===== config.mk =====
export PLATFORM = sky130hd
export DESIGN_NAME = ysyx_25060170_lsu
export DESIGN_NICKNAME = d
export VERILOG_FILES = /design/src/rtl/ysyx_25060170_lsu_pkg.sv /design/src/rtl/ysyx_25060170_lsu_align.sv /design/src/rtl/ysyx_25060170_lsu.sv
export SDC_FILE = /design/constraint.sdc
export NUM_CORES = 1
export LEC_CHECK = 0
export BUFFER_PORTS_ARGS = -buffer_cell sky130_fd_sc_hd__buf_4
export CAP_MARGIN = 20
export CORE_UTILIZATION = 46
export DETAILED_ROUTE_END_ITERATION = 10
export PLACE_DENSITY = 0.78
export SKIP_CTS_REPAIR_TIMING = 1
export SYNTH_ARGS = -nofsm -noshare
export SYNTH_HDL_FRONTEND = slang
export SYNTH_SLANG_ARGS = --single-unit
export TNS_END_PERCENT = 30

===== constraint.sdc =====
create_clock -name clk -period 2.7 [get_ports clk]
set_input_delay 0.675 -clock clk [delete_from_list [all_inputs] [get_ports clk]]
set_output_delay 0.675 -clock clk [all_outputs]
set_load 0.005 [all_outputs]

===== src/rtl/ysyx_25060170_lsu_pkg.sv =====
// Shared definitions for the load/store unit: FSM state codes, RV32 funct3
// size/sign encodings and the bus-timeout counter width.
package ysyx_25060170_lsu_pkg;

    typedef enum logic [1:0] {
        S_IDLE = 2'b00,
        S_REQ  = 2'b01,
        S_WAIT = 2'b10,
        S_DONE = 2'b11
    } lsu_state_e;

    localparam logic [2:0] F3_B  = 3'b000;
    localparam logic [2:0] F3_H  = 3'b001;
    localparam logic [2:0] F3_W  = 3'b010;
    localparam logic [2:0] F3_BU = 3'b100;
    localparam logic [2:0] F3_HU = 3'b101;

    localparam int unsigned TO_W = 8;
    localparam logic [TO_W-1:0] TIMEOUT_DEF = 8'd255;

    // Unsigned sizes only make sense for loads; 011 and 11x are never legal.
    function automatic logic f3_bad(input logic [2:0] f3, input logic is_store);
        logic bad;
        case (f3)
            F3_B, F3_H, F3_W: bad = 1'b0;
            F3_BU, F3_HU:     bad = is_store;
            default:          bad = 1'b1;
        endcase
        return bad;
    endfunction

endpackage


===== src/rtl/ysyx_25060170_lsu_align.sv =====
// Byte-lane steering for the data bus: store strobes/replication, alignment
// checks and extraction plus sign/zero extension of load data.
module ysyx_25060170_lsu_align
    import ysyx_25060170_lsu_pkg::*;
(
    input  logic [2:0]  funct3_i,
    input  logic [1:0]  addr_lo_i,
    input  logic        store_i,
    input  logic [31:0] wdata_i,
    input  logic [31:0] rdata_i,
    output logic [3:0]  wmask_o,
    output logic [31:0] wdata_o,
    output logic        misalign_o,
    output logic        f3_bad_o,
    output logic [31:0] rdata_o
);

    logic [7:0]  byte_sel;
    logic [15:0] half_sel;

    assign byte_sel = rdata_i[{addr_lo_i, 3'b000} +: 8];
    assign half_sel = rdata_i[{addr_lo_i[1], 4'b0000} +: 16];
    assign f3_bad_o = f3_bad(funct3_i, store_i);

    always_comb begin
        wmask_o    = 4'b0000;
        wdata_o    = wdata_i;
        rdata_o    = rdata_i;
        misalign_o = 1'b0;
        case (funct3_i)
            F3_B: begin
                wmask_o = 4'b0001 << addr_lo_i;
                wdata_o = {4{wdata_i[7:0]}};
                rdata_o = {{24{byte_sel[7]}}, byte_sel};
            end
            F3_BU: begin
                rdata_o = {24'h000000, byte_sel};
            end
            F3_H: begin
                misalign_o = addr_lo_i[0];
                wmask_o    = 4'b0011 << addr_lo_i;
                wdata_o    = {2{wdata_i[15:0]}};
                rdata_o    = {{16{half_sel[15]}}, half_sel};
            end
            F3_HU: begin
                misalign_o = addr_lo_i[0];
                rdata_o    = {16'h0000, half_sel};
            end
            F3_W: begin
                misalign_o = |addr_lo_i;
                wmask_o    = 4'b1111;
            end
            default: ;
        endcase
    end

endmodule


===== src/rtl/ysyx_25060170_lsu.sv =====
// Load/store unit: one access at a time from EXU onto a single-port data bus,
// returning extended load data (or an error flag) to WBU.
//
//  state  | meaning
//  IDLE   | ready for the next instruction from EXU
//  REQ    | bus request raised, waiting for grant
//  WAIT   | granted, waiting for response
//  DONE   | result presented to WBU until consumed
module ysyx_25060170_lsu
    import ysyx_25060170_lsu_pkg::*;
#(
    parameter logic [TO_W-1:0] TIMEOUT = TIMEOUT_DEF
) (
    input  logic        clk,
    input  logic        rst_n,
    input  logic        in_valid_i,
    output logic        in_ready_o,
    input  logic [31:0] addr_i,
    input  logic [31:0] wdata_i,
    input  logic [2:0]  funct3_i,
    input  logic        mem_rd_i,
    input  logic        mem_wr_i,
    output logic        mem_req_o,
    input  logic        mem_gnt_i,
    output logic [31:0] mem_addr_o,
    output logic        mem_wen_o,
    output logic [31:0] mem_wdata_o,
    output logic [3:0]  mem_wmask_o,
    input  logic        mem_rvalid_i,
    input  logic [31:0] mem_rdata_i,
    output logic        out_valid_o,
    input  logic        out_ready_i,
    output logic [31:0] mem_data_o,
    output logic        err_o
);

    lsu_state_e      state_q, state_d;
    logic [31:0]     addr_q, wdata_q, data_q;
    logic [2:0]      f3_q;
    logic            rd_q, wr_q, err_q;
    logic [TO_W-1:0] cnt_q;

    logic            accept, in_err, capture, timeout, in_req;
    logic            use_live;
    logic [2:0]      al_f3;
    logic [1:0]      al_lo;
    logic            al_store;
    logic [3:0]      lane_wmask;
    logic [31:0]     lane_wdata, load_data;
    logic            al_misalign, al_f3_bad;

    // In IDLE the checker looks at the incoming instruction; afterwards it
    // works on the latched copy so bus fields stay stable.
    assign use_live = (state_q == S_IDLE);
    assign al_f3    = use_live ? funct3_i     : f3_q;
    assign al_lo    = use_live ? addr_i[1:0]  : addr_q[1:0];
    assign al_store = use_live ? mem_wr_i     : wr_q;

    ysyx_25060170_lsu_align u_align (
        .funct3_i   (al_f3),
        .addr_lo_i  (al_lo),
        .store_i    (al_store),
        .wdata_i    (wdata_q),
        .rdata_i    (mem_rdata_i),
        .wmask_o    (lane_wmask),
        .wdata_o    (lane_wdata),
        .misalign_o (al_misalign),
        .f3_bad_o   (al_f3_bad),
        .rdata_o    (load_data)
    );

    assign in_ready_o = (state_q == S_IDLE);
    assign accept     = in_valid_i & in_ready_o;
    assign in_err     = (mem_rd_i & mem_wr_i)
                      | ((mem_rd_i ^ mem_wr_i) & (al_misalign | al_f3_bad));

    always_comb begin
        state_d = state_q;
        capture = 1'b0;
        timeout = 1'b0;
        case (state_q)
            S_IDLE: begin
                if (accept) begin
                    if (!(mem_rd_i | mem_wr_i) || in_err) state_d = S_DONE;
                    else                                  state_d = S_REQ;
                end
            end
            S_REQ: begin
                if (mem_gnt_i && mem_rvalid_i) begin
                    state_d = S_DONE;
                    capture = 1'b1;
                end else if (mem_gnt_i) begin
                    state_d = S_WAIT;
                end else if (cnt_q >= TIMEOUT - 1'b1) begin
                    state_d = S_DONE;
                    timeout = 1'b1;
                end
            end
            S_WAIT: begin
                if (mem_rvalid_i) begin
                    state_d = S_DONE;
                    capture = 1'b1;
                end else if (cnt_q >= TIMEOUT - 1'b1) begin
                    state_d = S_DONE;
                    timeout = 1'b1;
                end
            end
            S_DONE: begin
                if (out_ready_i) state_d = S_IDLE;
            end
            default: state_d = S_IDLE;
        endcase
    end

    always_ff @(posedge clk or negedge rst_n) begin
        if (!rst_n) begin
            state_q <= S_IDLE;
            addr_q  <= '0;
            wdata_q <= '0;
            f3_q    <= '0;
            rd_q    <= 1'b0;
            wr_q    <= 1'b0;
            cnt_q   <= '0;
            data_q  <= '0;
            err_q   <= 1'b0;
        end else begin
            state_q <= state_d;
            if (accept) begin
                addr_q  <= addr_i;
                wdata_q <= wdata_i;
                f3_q    <= funct3_i;
                rd_q    <= mem_rd_i;
                wr_q    <= mem_wr_i;
                cnt_q   <= '0;
                data_q  <= '0;
                err_q   <= in_err;
            end else if (state_q == S_REQ || state_q == S_WAIT) begin
                cnt_q <= cnt_q + 1'b1;
                if (capture && rd_q) data_q <= load_data;
                if (timeout) begin
                    err_q  <= 1'b1;
                    data_q <= '0;
                end
            end
        end
    end

    assign in_req      = (state_q == S_REQ);
    assign mem_req_o   = in_req;
    assign mem_addr_o  = {addr_q[31:2], 2'b00};
    assign mem_wen_o   = in_req & wr_q;
    assign mem_wmask_o = (in_req && wr_q) ? lane_wmask : 4'b0000;
    assign mem_wdata_o = (in_req && wr_q) ? lane_wdata : 32'h0;
    assign out_valid_o = (state_q == S_DONE);
    assign mem_data_o  = data_q;
    assign err_o       = err_q;

endmodule


Word-level counts from Yosys, hierarchy flattened
Index checks and enable logic that the tools add are counted.
{ "totals": {"ff_bits": 112, "latch_bits": 0, "ram_bits": 0, "romBits": 0, "input_bits": 107, "out_inout_bits": 105, "elab_cells": 85, "n_memories": 0} }
{ "classes": {"n_addsub": 1, "mul": 0, "div": 0, "order_cmp": 1, "eq_ne": 9, "n_shift": 4, "muxes": 35, "bitwise_logic": 8, "n_reduce_logical": 18} }
{ "op_table": {"columns": ["op", "n"], "rows": [
  ["two-way mux 32 bit", 5],
  ["one-hot mux 32 bit (4 select lines)", 1],
  ["one-hot mux 32 bit (2 select lines)", 1],
  ["variable part select 32 x 6 -> 16 bit", 1],
  ["variable part select 32 x 6 -> 8 bit", 1],
  ["two-way mux 2 bit", 8],
  ["two-way mux 8 bit", 2],
  ["one-hot mux 4 bit (3 select lines)", 1],
  ["two-way mux 1 bit", 10],
  ["adder 8 x 1 -> 8 bit (second input constant)", 1],
  ["greater-or-equal comparator 8 bit (second input constant)", 1],
  ["one-hot mux 1 bit (2 select lines)", 4],
  ["one-hot mux 2 bit (4 select lines)", 1],
  ["== test 3 bit (second input constant)", 2],
  ["AND reduction 2 bit", 3],
  ["OR reduction 2 bit", 3],
  ["bitwise AND 1 bit", 4],
  ["== test 2 bit (second input constant)", 2],
  ["two-way mux 4 bit", 1],
  ["inequality test 2 x 1 -> 1 bit (second input constant)", 2],
  ["nonzero test 2 bit", 2],
  ["left shift 1 x 2 -> 4 bit (first input constant)", 1],
  ["left shift 2 x 2 -> 4 bit (first input constant)", 1],
  ["== test 3 x 1 -> 1 bit (second input constant)", 1],
  ["12 further kinds", 17]
]} }

Depth between registers and ports, before layout
{ "logic_depth": {"ltp_word": 12, "ltp_mapped": 10, "mapped_depth_nobuf": 7} }

By module
From an unflattened synthesis, not the netlist that was laid out.
{ "unflattened": {"cells_unflattened": 781, "area_unflattened_um2": 6333.6} }
{ "by_module_without_submodules": {"columns": ["mod", "n_inst", "cells_each", "area_per_inst_um2", "seq_area_each_um2"], "rows": [
  ["ysyx_25060170_lsu", 1, 591, 5131.2, 2802.7],
  ["ysyx_25060170_lsu_align", 1, 190, 1202.4, 0.0]
]} }

Worst setup path after synthesis
OpenSTA, ideal clock, no wires.
{ "synth_path": {"kind": "register to output", "from": "register state_q[0]", "to": "output mem_wdata_o[24]", "t_arrival_ps": 2052, "required_time_ps": 2025, "setup_slack_ps": -27, "path_stages_with_launch": 10, "path_buffers": 4, "path_cell_list": "dfrtp_1 inv_1 ha_1 buf_6 buf_6 buf_2 o32ai_4 buf_2 nor2_1 a211oi_1"} }
{ "synth_via": {"elab_chain_len": 5, "word_cells_on_any_way": 8, "classes_between": "eq/ne: 2; mux: 3; reduce/logical: 3"} }
{ "synth_rtl": {"columns": ["element", "line_no", "source"], "rows": [
  ["start: declaration", "ysyx_25060170_lsu.sv:37", "lsu_state_e state_q, state_d;"],
  ["start signal: assignment", "ysyx_25060170_lsu.sv:127", "state_q <= state_d;"],
  ["zero test 2 bit *", null, null],
  ["named net in_ready_o", "ysyx_25060170_lsu.sv:17", "output logic in_ready_o,"],
  ["two-way mux 3 bit *", "ysyx_25060170_lsu.sv:55", "assign al_f3 = use_live ? funct3_i : f3_q;"],
  ["== test 3 x 1 -> 1 bit or zero test 3 bit (tied branches)", "ysyx_25060170_lsu_align.sv:30", "case (funct3_i)"],
  ["one-hot mux 32 bit (2 select lines) *", "ysyx_25060170_lsu_align.sv:30", null],
  ["two-way mux 32 bit *", "ysyx_25060170_lsu.sv:153", "assign mem_wdata_o = (in_req && wr_q) ? lane_wdata : 32'h0;"],
  ["end: declaration", "ysyx_25060170_lsu.sv:27", "output logic [31:0] mem_wdata_o,"]
]} }
Mark *: on every way through the listed nets, which the timed path passes. The rest lies on a longest branch.

Worst setup path after layout
{ "layout_path": {"from": "register state_q[0]", "to": "output mem_wdata_o[16]"} }
{ "layout_via": {"elab_chain_len": 5, "word_cells_on_any_way": 8, "classes_between": "eq/ne: 2; mux: 3; reduce/logical: 3"} }
{ "layout_rtl": {"columns": ["element", "line_no", "source"], "rows": [
  ["zero test 2 bit", "ysyx_25060170_lsu.sv:54", "assign use_live = (state_q == S_IDLE);"],
  ["two-way mux 3 bit", "ysyx_25060170_lsu.sv:55", null],
  ["== test 3 x 1 -> 1 bit or zero test 3 bit (tied branches)", "ysyx_25060170_lsu_align.sv:30", null],
  ["one-hot mux 32 bit (2 select lines)", "ysyx_25060170_lsu_align.sv:30", null],
  ["two-way mux 32 bit *", "ysyx_25060170_lsu.sv:153", null]
]} }
Every way passes the cells marked *; elsewhere a longest branch is shown, timed or not.

==> results_dict.tcl <==
set metrics [dict create \
    status "finished, violations left" \
    violations "setup timing" \
    place.gp.congestion 0.9080 \
    clockRootBuffer "clkbuf_16" \
    hold_viol 0 \
    syn_area_per_cell_um2 8.313 \
    via_count 5857 \
    crit_path_max_incr_delay_ns 0.39 \
    internal-power_mw 5.876 \
    finalWorstSetupSlack_ns -0.1699 \
    post-dp-hpwl_mm 12.58 \
    p_switching_mw 4.041 \
    r2r_end "mem_data_o[19]$_DFFE_PN0P_" \
    synthToLayoutAreaGrowth_pct 36.98 \
    yosysTopAreaCellShare_pct 45.69 \
    hold_class "in2async" \
    grt_use_total_pct 25.65 \
    max_cap_violations 0 \
    port_buffers 209 \
    cp_cell_sequence "inv_2 -> ha_4 -> buf_8 -> o32ai_4 -> buf_12 -> clkbuf_16 -> mux2i_1 -> nor2_1 -> buf_4" \
    grt_busiest_layer "met2" \
    wl_per_cell_um 16.50 \
    synthArstFlopShare_pct 100.0 \
    r2r_setup_slack_ns 0.11 \
    clkTransAtPathRegs_ns 0.07 \
    grt-ovfl-total 0 \
    grtUsageMet2_pct 42.16 \
    postRouteAntennaNets 0 \
    fin_util_pct 65.52 \
    nets 1039 \
    grt_max_degree 78 \
    yosysTopAreaCell "dfrtp_1" \
    netlist_area_mm2 0.006135 \
    use_met1_pct 32.74 \
    rsz0062_at_grt "true" \
    pwr-share-seq_pct 30.8 \
    netlist_top_cells_count "256 x nand2_1, 112 x dfrtp_1, 63 x nor2_1" \
    power_density_mw_per_mm2 1180 \
    synth.area.top_cells "dfrtp_1 46%, nand2_1 16%, mux2i_1 4.6%" \
    drcViolationCount 0 \
    finClkSkew_ns 0.006040 \
    drt-total-wl_mm 18.15 \
    clockBufferDepth 2 \
    fmax_mhz 348.4 \
    worstPathRequired_ns 2.03 \
    ys_types 54 \
    grt_pass1_vias 5665 \
    power.leakage_nw 4.326 \
    setup.worst_path.class "reg2out" \
    syn_inst 738 \
    comb_power_share_pct 54.6 \
    slew-limit-headroom_pct 51.28 \
    num_rows 41 \
    worstMarginPinSlew_ns 0.7308 \
    clock_latency_ns 0.35 \
    diodes 0 \
    coreArea_mm2 0.01282 \
    yosysMostFrequentCell "nand2_1" \
    clock_sinks 112 \
    vias_per_cell 5.325 \
    cts_tree "done" \
    ys_seq_area_share_pct 45.69 \
    antenna_found_initial 0 \
    pre_cts_ws_ns 0.02993 \
    finalCritPeriodShare_pct 106.3 \
    start_kind "register" \
    die_y_um 117.5 \
    drive_above_1_share_pct 33.84 \
    die_w_um 117.5 \
    grt_pass1_wl_mm 28.57 \
    final-setup-viol-count 26 \
    htreeDepth 3 \
    yosys_register_bits 112 \
    start_util_pct 47.83 \
    vdd_drop_max_uv 677.1 \
    io_pins 212 \
    path_max_fanout 8 \
    arrival_ns 2.19 \
    synth_edf_count 0 \
    ys.flop_type "dfrtp_1" \
    timing.rr.start "state_q[0]$_DFFE_PN0P_" \
    period_needed_ns 2.870 \
    first_pass_iters 5 \
    cts_made_buffers 9 \
    pwr-share-clk_pct 14.6 \
    r2r_cells 9 \
    switching_share_pct 40.75 \
    end_kind "output port" \
    drv_slew 0 \
    grt.met3_usage_pct 7.897 \
    drt_iter0_markers 373 \
    ys.warnings.count 0 \
    dieArea_mm2 0.01380 \
    crit_slowest_cell "dfrtp_1" \
]
sequential cells by signal, summed over array words and instances (netlist names):
name        cells
addr_q         32
cnt_q           8
wr_q            1
f3_q            3
mem_data_o     32
err_o           1
wdata_q        32
rd_q            1
state_q         2
kinds of logic (layout without fill, tap and decap cells):
| logic type | Yosys count | after routing | synth area share, % |
|---|---|---|---|
| XOR/XNOR | 5 | 5 | 0.7140 |
| AO/OA/AOI/OAI | 113 | 113 | 12.71 |
| adder cells (fa/ha/maj) | 8 | 8 | 1.632 |
| flip-flops | 112 | 112 | 45.69 |
| buffers and inverters | 84 | 273 | 7.628 |
| multiplexers | 33 | 33 | 5.853 |
| other | 1 | 2 | 0.06113 |
| AND/OR/NAND/NOR | 382 | 382 | 25.72 |
critical path, delay by kind of cell (launching register included):
kind	cells	cell delay [ns]
muxes	1	0.24
and+or+nand+nor	1	0.08
adders and majority gates	1	0.19
buffers and inverters	5	0.66
DFF	1	0.39
AOI/OAI and AO/OA	1	0.28
per-stage QoR:
stage          hold slack (ns)  total power, mW  instance area (um^2)  cells  TNS [ns]
2_1_floorplan           0.3794            5.992                  6141    739  -0.01981
3_3_place_gp            0.4579            7.618                  7752   1069         0
3_5_place_dp            0.4633            7.738                  7752   1069         0
4_1_cts                 0.3053            9.212                  8071   1084    -7.262
5_1_grt                 0.3284            10.62                  8403   1100    -4.189
6_report                0.3005            9.917                  8403   1100    -2.215
cell usage in the layout, fill, tap and decap left out, types with 3 or more instances in the layout:
cell,instances
nand2_1,254
buf_4,235
dfrtp_1,112
nor2_1,58
o21ai_0,35
mux2i_1,22
a21oi_1,16
nand3_1,14
clkbuf_16,12
o21ai_2,10
inv_1,9
nand4_1,9
a211oi_2,8
and3_1,8
nor2b_1,8
o31ai_1,8
ha_1,7
buf_12,7
a21oi_2,6
nand2b_1,5
mux2i_4,5
nor2_2,5
mux2i_2,3
nand2_2,3
nor3_1,3
a31oi_1,3
o32ai_1,3
and2b_1,3
xor2_1,3
worst max path at each step:
stage                                      start                         end  slack (ns)
after floorplan           state_q[1]$_DFFE_PN0P_              mem_wmask_o[2]       -0.02
after global placement    state_q[0]$_DFFE_PN0P_             mem_wdata_o[29]        0.08
after detailed placement  state_q[0]$_DFFE_PN0P_  mem_data_o[19]$_DFFE_PN0P_        0.03
after CTS                 state_q[0]$_DFFE_PN0P_             mem_wdata_o[29]       -0.33
after global routing      state_q[0]$_DFFE_PN0P_             mem_wdata_o[16]       -0.23
final                     state_q[0]$_DFFE_PN0P_             mem_wdata_o[16]       -0.17
routing by layer:
layer / share of wire (%) / up-vias
met4: 2.1 / 0
met1: 41 / 2771
li1: - / 2783
met2: 48 / 274
met5: 0 / -
met3: 8.7 / 29
power groups by stage:
stage / registers, mW / clock network (mW) / logic [mW]
2_1_floorplan: 2.88 / 0 / 3.12
3_3_place_gp: 3.02 / 0 / 4.60
3_5_place_dp: 3.03 / 0 / 4.71
4_1_cts: 3.02 / 1.47 / 4.72
5_1_grt: 3.14 / 1.54 / 5.94
6_report: 3.05 / 1.45 / 5.42
cell type report:
type	count	area (um^2)
fillers	1095	4422
multi-input cells	543	3019
flip-flops and latches	112	2803
repair buffers	247	2006
clock buffers	11	242.7
well taps	172	215.2
clock inverters	4	76.32
inverters	11	41.29
(Power assumes the default switching activity.)
